--- src/rtl/loader_pkg.sv ---
// Shared state encodings, frame geometry and small helpers for the instruction loader.
package loader_pkg;

    localparam int HDR_LEN        = 2;
    localparam int BYTES_PER_WORD = 4;

    typedef logic [2:0]             state_t;
    typedef logic [8*HDR_LEN-1:0]   word_count_t;

    localparam state_t ST_IDLE   = 3'd0;
    localparam state_t ST_LEN_LO = 3'd1;
    localparam state_t ST_LEN_HI = 3'd2;
    localparam state_t ST_DATA   = 3'd3;
    localparam state_t ST_WRITE  = 3'd4;
    localparam state_t ST_CHECK  = 3'd5;
    localparam state_t ST_DONE   = 3'd6;
    localparam state_t ST_ERROR  = 3'd7;

    // States that consume a byte from the stream.
    function automatic logic state_accepts_bytes(input state_t s);
        return (s == ST_LEN_LO) || (s == ST_LEN_HI) || (s == ST_DATA) || (s == ST_CHECK);
    endfunction

    // States from which a start pulse launches a new load.
    function automatic logic state_can_start(input state_t s);
        return (s == ST_IDLE) || (s == ST_DONE) || (s == ST_ERROR);
    endfunction

endpackage

--- src/rtl/instruction_loader_if.sv ---
// Byte-stream handshake plus instruction-memory write port seen by the loader.
interface instruction_loader_if;

    logic [7:0]  byte_in;
    logic        byte_valid;
    logic        byte_ready;
    logic [63:0] mem_address;
    logic [63:0] mem_data;
    logic        mem_E;
    logic        mem_RW;

    // master = the loader, slave = stream source and memory
    modport master (
        input  byte_in, byte_valid,
        output byte_ready, mem_address, mem_data, mem_E, mem_RW
    );

    modport slave (
        output byte_in, byte_valid,
        input  byte_ready, mem_address, mem_data, mem_E, mem_RW
    );

endinterface

--- src/rtl/word_assembler.sv ---
// Packs accepted bytes LSB-first into 32-bit words and keeps a running XOR of them.
module word_assembler
    import loader_pkg::*;
(
    input  logic        clk,
    input  logic        rst_n,
    input  logic        clear,
    input  logic        accept,
    input  logic [7:0]  byte_in,
    output logic [31:0] word,
    output logic        word_complete,
    output logic [7:0]  xor_acc
);

    localparam int LANE_W = $clog2(BYTES_PER_WORD);

    logic [31:0]       shift_reg;
    logic [LANE_W-1:0] lane_reg;
    logic [7:0]        xor_reg;

    // The completed word is presented combinationally so it can be captured on the lane-3 edge.
    assign word          = {byte_in, shift_reg[31:8]};
    assign word_complete = accept && (lane_reg == LANE_W'(BYTES_PER_WORD - 1));
    assign xor_acc       = xor_reg;

    always_ff @(posedge clk) begin
        if (!rst_n || clear) begin
            shift_reg <= '0;
            lane_reg  <= '0;
            xor_reg   <= '0;
        end else if (accept) begin
            shift_reg <= word;
            lane_reg  <= lane_reg + 1'b1;
            xor_reg   <= xor_reg ^ byte_in;
        end
    end

endmodule

--- src/rtl/instruction_loader.sv ---
// Boot-time loader: parses a length-prefixed, XOR-checked byte frame and writes
// one 32-bit instruction per memory word while holding the CPU.
module instruction_loader
    import loader_pkg::*;
#(
    parameter logic [63:0] BASE_ADDR = 64'd0,
    parameter logic [63:0] ADDR_STEP = 64'd4,
    parameter int unsigned MAX_WORDS = 256
) (
    input  logic                    clk,
    input  logic                    rst_n,
    input  logic                    start,
    instruction_loader_if.master    bus,
    output logic                    cpu_hold,
    output logic                    done,
    output logic                    error,
    output logic [15:0]             words_written
);

    state_t      state_reg, state_next;
    logic [7:0]  len_lo_reg;
    word_count_t len_reg;
    word_count_t ww_reg;
    logic [63:0] mem_address_reg;
    logic [63:0] mem_data_reg;

    logic        transfer;
    logic        clear;
    logic        asm_accept;
    logic [31:0] asm_word;
    logic        asm_complete;
    logic [7:0]  asm_xor;
    word_count_t len_value;
    logic        last_word;

    assign bus.byte_ready = state_accepts_bytes(state_reg);
    assign transfer       = bus.byte_valid && bus.byte_ready;
    assign clear          = start && state_can_start(state_reg);
    assign asm_accept     = transfer && (state_reg == ST_DATA);
    assign len_value      = {bus.byte_in, len_lo_reg};
    assign last_word      = ({1'b0, ww_reg} + 17'd1) == {1'b0, len_reg};

    word_assembler u_word_assembler (
        .clk           (clk),
        .rst_n         (rst_n),
        .clear         (clear),
        .accept        (asm_accept),
        .byte_in       (bus.byte_in),
        .word          (asm_word),
        .word_complete (asm_complete),
        .xor_acc       (asm_xor)
    );

    always_comb begin
        state_next = state_reg;
        case (state_reg)
            ST_IDLE:   if (start) state_next = ST_LEN_LO;
            ST_LEN_LO: if (transfer) state_next = ST_LEN_HI;
            ST_LEN_HI: begin
                if (transfer) begin
                    if (len_value == '0 || 32'(len_value) > MAX_WORDS)
                        state_next = ST_ERROR;
                    else
                        state_next = ST_DATA;
                end
            end
            ST_DATA:   if (asm_complete) state_next = ST_WRITE;
            ST_WRITE:  state_next = last_word ? ST_CHECK : ST_DATA;
            ST_CHECK: begin
                if (transfer)
                    state_next = (bus.byte_in == asm_xor) ? ST_DONE : ST_ERROR;
            end
            ST_DONE, ST_ERROR: if (start) state_next = ST_LEN_LO;
            default:   state_next = ST_IDLE;
        endcase
    end

    always_ff @(posedge clk) begin
        if (!rst_n) begin
            state_reg       <= ST_IDLE;
            len_lo_reg      <= '0;
            len_reg         <= '0;
            ww_reg          <= '0;
            mem_address_reg <= '0;
            mem_data_reg    <= '0;
        end else begin
            state_reg <= state_next;
            if (clear)
                ww_reg <= '0;
            else if (state_reg == ST_WRITE)
                ww_reg <= ww_reg + 1'b1;
            if (transfer && state_reg == ST_LEN_LO)
                len_lo_reg <= bus.byte_in;
            if (transfer && state_reg == ST_LEN_HI)
                len_reg <= len_value;
            // Capture address and data on the lane-3 edge so both are stable for the whole WRITE cycle.
            if (asm_complete) begin
                mem_address_reg <= BASE_ADDR + 64'(ww_reg) * ADDR_STEP;
                mem_data_reg    <= {32'h0, asm_word};
            end
        end
    end

    assign bus.mem_E       = (state_reg == ST_WRITE);
    assign bus.mem_RW      = (state_reg == ST_WRITE);
    assign bus.mem_address = mem_address_reg;
    assign bus.mem_data    = mem_data_reg;

    assign done          = (state_reg == ST_DONE);
    assign error         = (state_reg == ST_ERROR);
    assign cpu_hold      = (state_reg != ST_DONE);
    assign words_written = ww_reg;

endmodule

--- src/flat_wrapper.sv ---
// flat-port wrapper written by rule: the top's interface ports become plain ports
module instruction_loader_flat import loader_pkg::*;
#(
    parameter logic [63:0] BASE_ADDR = 64'd0,
    parameter logic [63:0] ADDR_STEP = 64'd4,
    parameter int unsigned MAX_WORDS = 256
)
  (clk, rst_n, start, cpu_hold, done, error, words_written, bus_byte_in, bus_byte_valid, bus_byte_ready, bus_mem_address, bus_mem_data, bus_mem_E, bus_mem_RW);
  instruction_loader_if bus_i ();
  input  logic clk;
  input  logic rst_n;
  input  logic start;
  output logic cpu_hold;
  output logic done;
  output logic error;
  output logic [15:0] words_written;
  input wire logic [$bits(bus_i.byte_in)-1:0] bus_byte_in;
  input wire logic [$bits(bus_i.byte_valid)-1:0] bus_byte_valid;
  output wire logic [$bits(bus_i.byte_ready)-1:0] bus_byte_ready;
  output wire logic [$bits(bus_i.mem_address)-1:0] bus_mem_address;
  output wire logic [$bits(bus_i.mem_data)-1:0] bus_mem_data;
  output wire logic [$bits(bus_i.mem_E)-1:0] bus_mem_E;
  output wire logic [$bits(bus_i.mem_RW)-1:0] bus_mem_RW;
  assign bus_i.byte_in = bus_byte_in;
  assign bus_i.byte_valid = bus_byte_valid;
  assign bus_byte_ready = bus_i.byte_ready;
  assign bus_mem_address = bus_i.mem_address;
  assign bus_mem_data = bus_i.mem_data;
  assign bus_mem_E = bus_i.mem_E;
  assign bus_mem_RW = bus_i.mem_RW;
  instruction_loader #(.BASE_ADDR(BASE_ADDR), .ADDR_STEP(ADDR_STEP), .MAX_WORDS(MAX_WORDS)) u_core (.clk(clk), .rst_n(rst_n), .start(start), .bus(bus_i), .cpu_hold(cpu_hold), .done(done), .error(error), .words_written(words_written));
endmodule
--- config.mk ---
export PLATFORM = sky130hd
export DESIGN_NAME = instruction_loader_flat
export DESIGN_NICKNAME = d
export VERILOG_FILES = /design/src/rtl/loader_pkg.sv /design/src/rtl/instruction_loader_if.sv /design/src/rtl/word_assembler.sv /design/src/rtl/instruction_loader.sv /design/src/flat_wrapper.sv
export SDC_FILE = /design/constraint.sdc
export NUM_CORES = 1
export LEC_CHECK = 0
export ABC_AREA = 1
export CAP_MARGIN = 5
export CORE_MARGIN = 5
export CORE_UTILIZATION = 45
export DETAILED_ROUTE_END_ITERATION = 8
export GPL_TIMING_DRIVEN = 1
export PLACE_DENSITY_LB_ADDON = 0.3
export SYNTH_ARGS = -nofsm -noshare
export SYNTH_HDL_FRONTEND = slang
export SYNTH_HIERARCHICAL = 1
export SYNTH_SLANG_ARGS = --single-unit
export TNS_END_PERCENT = 5
--- constraint.sdc ---
create_clock -name clk -period 2 [get_ports clk]
set_clock_uncertainty 0.15 [all_clocks]
set_input_delay 0.3 -clock clk [delete_from_list [all_inputs] [get_ports clk]]
set_output_delay 0.3 -clock clk [all_outputs]
set_load 0.005 [all_outputs]
; ---- Yosys cells after proc, flatten, opt, wreduce, memory -nomap -nowiden
; Cells that the tools add are included.
[totals]
register_bits = 133
input_bits = 12
out_inout_bits = 150
elab_cells = 59
[classes]
n_addsub = 3
n_lt_le_gt_ge = 1
n_eq_ne = 16
mux = 9
bitwise_logic = 2
n_reduce_logical = 19
[op_table]
columns = op, count
row1 = 2-to-1 mux 3 bit, 7
row2 = one-hot mux 3 bit (6 select lines), 1
row3 = adder 16 x 1 -> 17 bit (second input constant), 1
row4 = equality test 17 x 16 -> 1 bit, 1
row5 = adder 16 x 1 -> 16 bit (second input constant), 1
row6 = greater-than comparator 16 x 9 -> 1 bit (second input constant), 1
row7 = logical NOT 16 bit, 1
row8 = equality test 3 bit (second input constant), 4
row9 = != test 2 x 1 -> 1 bit (second input constant), 5
row10 = equality test 8 bit, 1
row11 = XOR 8 bit, 1
row12 = logical OR 1 bit, 7
row13 = equality test 3 x 2 -> 1 bit (second input constant), 2
row14 = logical AND 1 bit, 6
row15 = AND reduction 5 bit, 1
row16 = equality test 3 x 1 -> 1 bit (second input constant), 1
row17 = logical NOT 3 bit, 1
row18 = != test 3 bit (second input constant), 1
row19 = OR reduction 3 bit, 1
row20 = adder 2 x 1 -> 2 bit (second input constant), 1
row21 = equality test 2 bit (second input constant), 1
row22 = OR reduction 2 bit, 1
row23 = logical NOT 1 bit, 1
row24 = 2-to-1 mux 1 bit, 1
row25 = inverter 1 bit, 1

; ---- Longest topological paths before layout
[logic_depth]
depth_word = 9
mapped_depth = 15
depth_no_buf = 14

; ---- Hierarchy
; The synthesis kept the hierarchy.
[modules_own_cells]
columns = mod, n_inst, cells_per_inst, area_each_um2, seq_area_each_um2
row1 = instruction_loader, 1, 668, 4760.8, 1821.7
row2 = word_assembler, 1, 170, 1512.7, 680.7

; ---- Least setup slack after synthesis
; OpenSTA, ideal clock, no wires.
[synth_path]
path_type = reg-to-reg
start = register u_core.state_reg[1]
end = register u_core.mem_data_reg[10] (netlist: u_core/bus.mem_data[10])
arrival_time_ns = 1.863
path_slack_ns = -0.129
path_stages_with_launch = 14
n_path_buf = 4
period_less_slack_ns = 2.129
path_cell_list = dfxtp_1 -> inv_1 -> nor2_1 -> nand2_1 -> nor2_1 -> buf_6 -> buf_12 -> nand2_1 -> inv_1 -> clkbuf_1 -> clkinv_1 -> clkbuf_1 -> nor2_1 -> nor2_1
[synth_between]
elab_chain_cells = 7
[synth_rtl]
columns = element, line_no
row1 = "start, declared", instruction_loader.sv:20  ; state_t state_reg, state_next;
row2 = "start signal, assigned", instruction_loader.sv:87  ; state_reg <= state_next;
row3 = equality test 3 x 1 -> 1 bit / equality test 3 x 2 -> 1 bit (equally long branches), loader_pkg.sv:21  ; return (s == ST_LEN_LO) || (s == ST_LEN_HI) || (s == ST_DATA) || (s == ST_CHECK);
row4 = logical OR 1 bit (3 in series), loader_pkg.sv:21
row5 = logical AND 1 bit, instruction_loader.sv:37  ; assign transfer = bus.byte_valid && bus.byte_ready;
row6 = logical AND 1 bit (*), instruction_loader.sv:39  ; assign asm_accept = transfer && (state_reg == ST_DATA);
row7 = net u_core.asm_accept, instruction_loader.sv:29  ; logic asm_accept;
row8 = logical AND 1 bit (*), word_assembler.sv:23  ; assign word_complete = accept && (lane_reg == LANE_W'(BYTES_PER_WORD - 1));
row9 = net u_core.asm_complete, instruction_loader.sv:31  ; logic asm_complete;
row10 = "end signal, assigned", instruction_loader.sv:99  ; mem_data_reg <= {32'h0, asm_word};
row11 = "end, declared", instruction_loader.sv:25  ; logic [63:0] mem_data_reg;
; The timed path passes the listed nets; every way through them passes the cells marked *.
; A chain may end at the register's enable or synchronous reset.

; ---- Worst setup path after layout
[layout_path]
start = register u_core.state_reg[0]
end = output port bus_mem_RW
[layout_between]
elab_chain_cells = 1
[layout_rtl]
columns = element, line_no
row1 = equality test 3 bit, instruction_loader.sv:105  ; assign bus.mem_RW = (state_reg == ST_WRITE);
row2 = "end, declared", flat_wrapper.sv:23  ; output wire logic [$bits(bus_i.mem_RW)-1:0] bus_mem_RW;
; Every way passes these cells.

==> impl_metrics.tcl <==
set metrics [dict create \
    async_reset_ff_share_pct 0 \
    cts.htree.levels 4 \
    core_um2 13800 \
    timing.reg2reg.setup_slack_ps 90 \
    swShare_pct 31.2 \
    overflow 0 \
    dieArea_um2 16400 \
    wl_per_cell_um 14.0 \
    min_period_over_period_pct 101 \
    stdcell_count 1137 \
    dp_cells 1104 \
    synthCells 838 \
    routed_wl_um 15900 \
    start_kind "flip-flop" \
    drt_iter0_drc 487 \
    hold_start "rst_n" \
    p_clk_share_pct 41.0 \
    dpl.hpwl_um 11400 \
    synth_top_area_share_pct 39.9 \
    route.detailed.drc 0 \
    clkLatencyLatePin_ps 420 \
    synth_cell_types 38 \
    avgViaCountPerCell 4.80 \
    cts_buffers 17 \
    first_global_vias 5020 \
    nets 959 \
    pre_cts_slack_ps 5.14 \
    seq_area_frac_synth_pct 39.9 \
    clkTransAtPathRegs_ps 60 \
    cp_data_required_time_ps 1550 \
    largest_reg_flops 32 \
    io_pins 162 \
    n_fill_cell 1314 \
    crit_type "flip-flop to primary output" \
    antenna_found_initial 0 \
    rsz0062_at_grt "yes" \
    slew_violations 0 \
    drtAntennaViolNets 0 \
    maxCapViolCount 0 \
    grt_pass1_wl_um 25500 \
    ys_top_cells_by_count "128 x nand2_1, 125 x dfxtp_1, 119 x nor2_1" \
    p_int_mw 5.59 \
    ys_ff_latch 125 \
    syn_avg_cell_area_um2 7.49 \
    synth_largest_area_cell "dfxtp_1" \
    cts.sinks 125 \
    dieHeight_um 128 \
    synth_most_common_cell "nand2_1" \
    grt_usage_pct 19.5 \
    place.gp.congestion 0.910 \
    rows 43 \
    p_sw_mw 2.53 \
    holdWs_ps 87.6 \
    dpl_cell_area_um2 7130 \
    fin_crit_ps 2010 \
    chipWidth_um 128 \
    synth_area_leaders "dfxtp_1 40%, buf_4 11%, nand2_1 7.7%" \
    synth_area_um2 6270 \
    arrival_ps 1560 \
    p_per_area_nw_per_um2 1040 \
    max-vdd-ir-drop_mv 0.720 \
    hold_class "input port to flip-flop" \
    yosys_warnings 6 \
    design_area_um2 7830 \
    final_util_pct 56.9 \
    status "complete, but fails checks" \
    synth_edf_count 0 \
    end_kind "primary output" \
    grt_max_degree 56 \
    max_freq_ghz 0.497 \
    setup_ws_ps -10.6 \
    cp-startpoint "u_core/state_reg[0]" \
    seqPwrFrac_pct 35.7 \
    comb_power_share_pct 23.3 \
    violations "negative setup slack" \
    clock_path_buffers 2 \
    worstPathMaxFanout 4 \
    finalHoldViolCount 0 \
    setup_viol 1 \
    clockRootBuffer "clkbuf_16" \
    port_buffers 81 \
    worst_r2r_startpoint "u_core/words_written[3]" \
    via_count 5459 \
    start_util_pct 45.5 \
    diodes 0 \
    cts_tree "yes" \
    ctsHoldBuffers 0 \
    drive_gt1_share_pct 16.0 \
    synthToLayoutAreaGrowth_pct 24.9 \
    ys.flop_type "dfxtp_1" \
    leakage_nw 3.34 \
    drt_pass1_iterations 5 \
]
cell families (layout without fill, tap and decap cells):
family | count (synthesis) | in the layout | synth area share, %
AO/OA/AOI/OAI | 188 | 188 | 16.8
XOR/XNOR | 13 | 13 | 2.25
adder cells (fa/ha/maj) | 3 | 3 | 0.598
buffers and inverters | 186 | 226 | 18.2
flip-flops | 125 | 125 | 39.9
other | 1 | 80 | 0.0598
AND/OR/NAND/NOR | 322 | 322 | 22.2
repair_timing:
action	CTS	global route
gates resized for setup	13	17
pin swaps	0	3
setup endpoints to repair	6	18
buffers inserted	0	1
power groups by stage:
stage	Sequential (mW)	Clock, mW	Combinational (mW)
3_3_place_gp	2.91	0	1.81
6_report	2.90	3.33	1.89
2_1_floorplan	2.88	0	1.31
5_1_grt	2.92	3.51	2.11
4_1_cts	2.88	3.38	1.84
3_5_place_dp	2.91	0	1.83
worst paths after layout:
check                                                              to  depth (start not counted)
worst max-delay path                                       bus_mem_RW                          4
worst min-delay path                              u_core/state_reg[0]                          3
worst max register to register                    u_core/state_reg[2]                         10
worst min register to register  u_core/u_word_assembler/shift_reg[14]                          2
metal layers:
layer / part of all wire, % / wire length (um) / GRT usage (%)
met5: 0 / 0 / 0
met2: 46 / 7310 / 30.7
met4: 1.9 / 297 / 7.05
met3: 7.0 / 1120 / 6.00
met1: 45 / 7200 / 25.3
metrics by stage:
| stage | total power, mW | setup TNS, ps |
|---|---|---|
| after floorplan | 4.20 | 0 |
| final | 8.12 | -10.6 |
| after detailed placement | 4.74 | 0 |
| after CTS | 8.10 | -55.9 |
| after global routing | 8.54 | -343 |
| after global placement | 4.72 | 0 |
final cells by class:
| type | count | area (um2) | area share, % |
|---|---|---|---|
| sequential | 125 | 2520 | 32.2 |
| clock inverter | 13 | 186 | 2.38 |
| multi-input combinational | 606 | 2970 | 37.9 |
| tap | 180 | 225 | 2.88 |
| timing repair buffer | 131 | 1230 | 15.7 |
| inverter | 63 | 249 | 3.18 |
| clock buffer | 19 | 453 | 5.78 |
critical path, cell delays in order, from the launching register on:
cell	delay (ps)
dfxtp_2	350
nor2_4	150
nand2_4	80
inv_2	70
clkdlybuf4s50_1	490
cell usage in the layout, fill, tap and decap left out, drive strengths merged, types with 5 or more instances in the layout:
master	synthesis	layout
inv	62	64
nand3	38	38
buf	102	51
a21oi	86	86
xor2	7	7
nor2	128	128
nor3	5	5
nand2	140	140
clkbuf	21	19
clkdlybuf4s50	0	76
dfxtp	125	125
conb	1	80
nand4	7	7
o21ai	96	96
clkinvlp	0	5
Power figures use the tool's default switching activity.
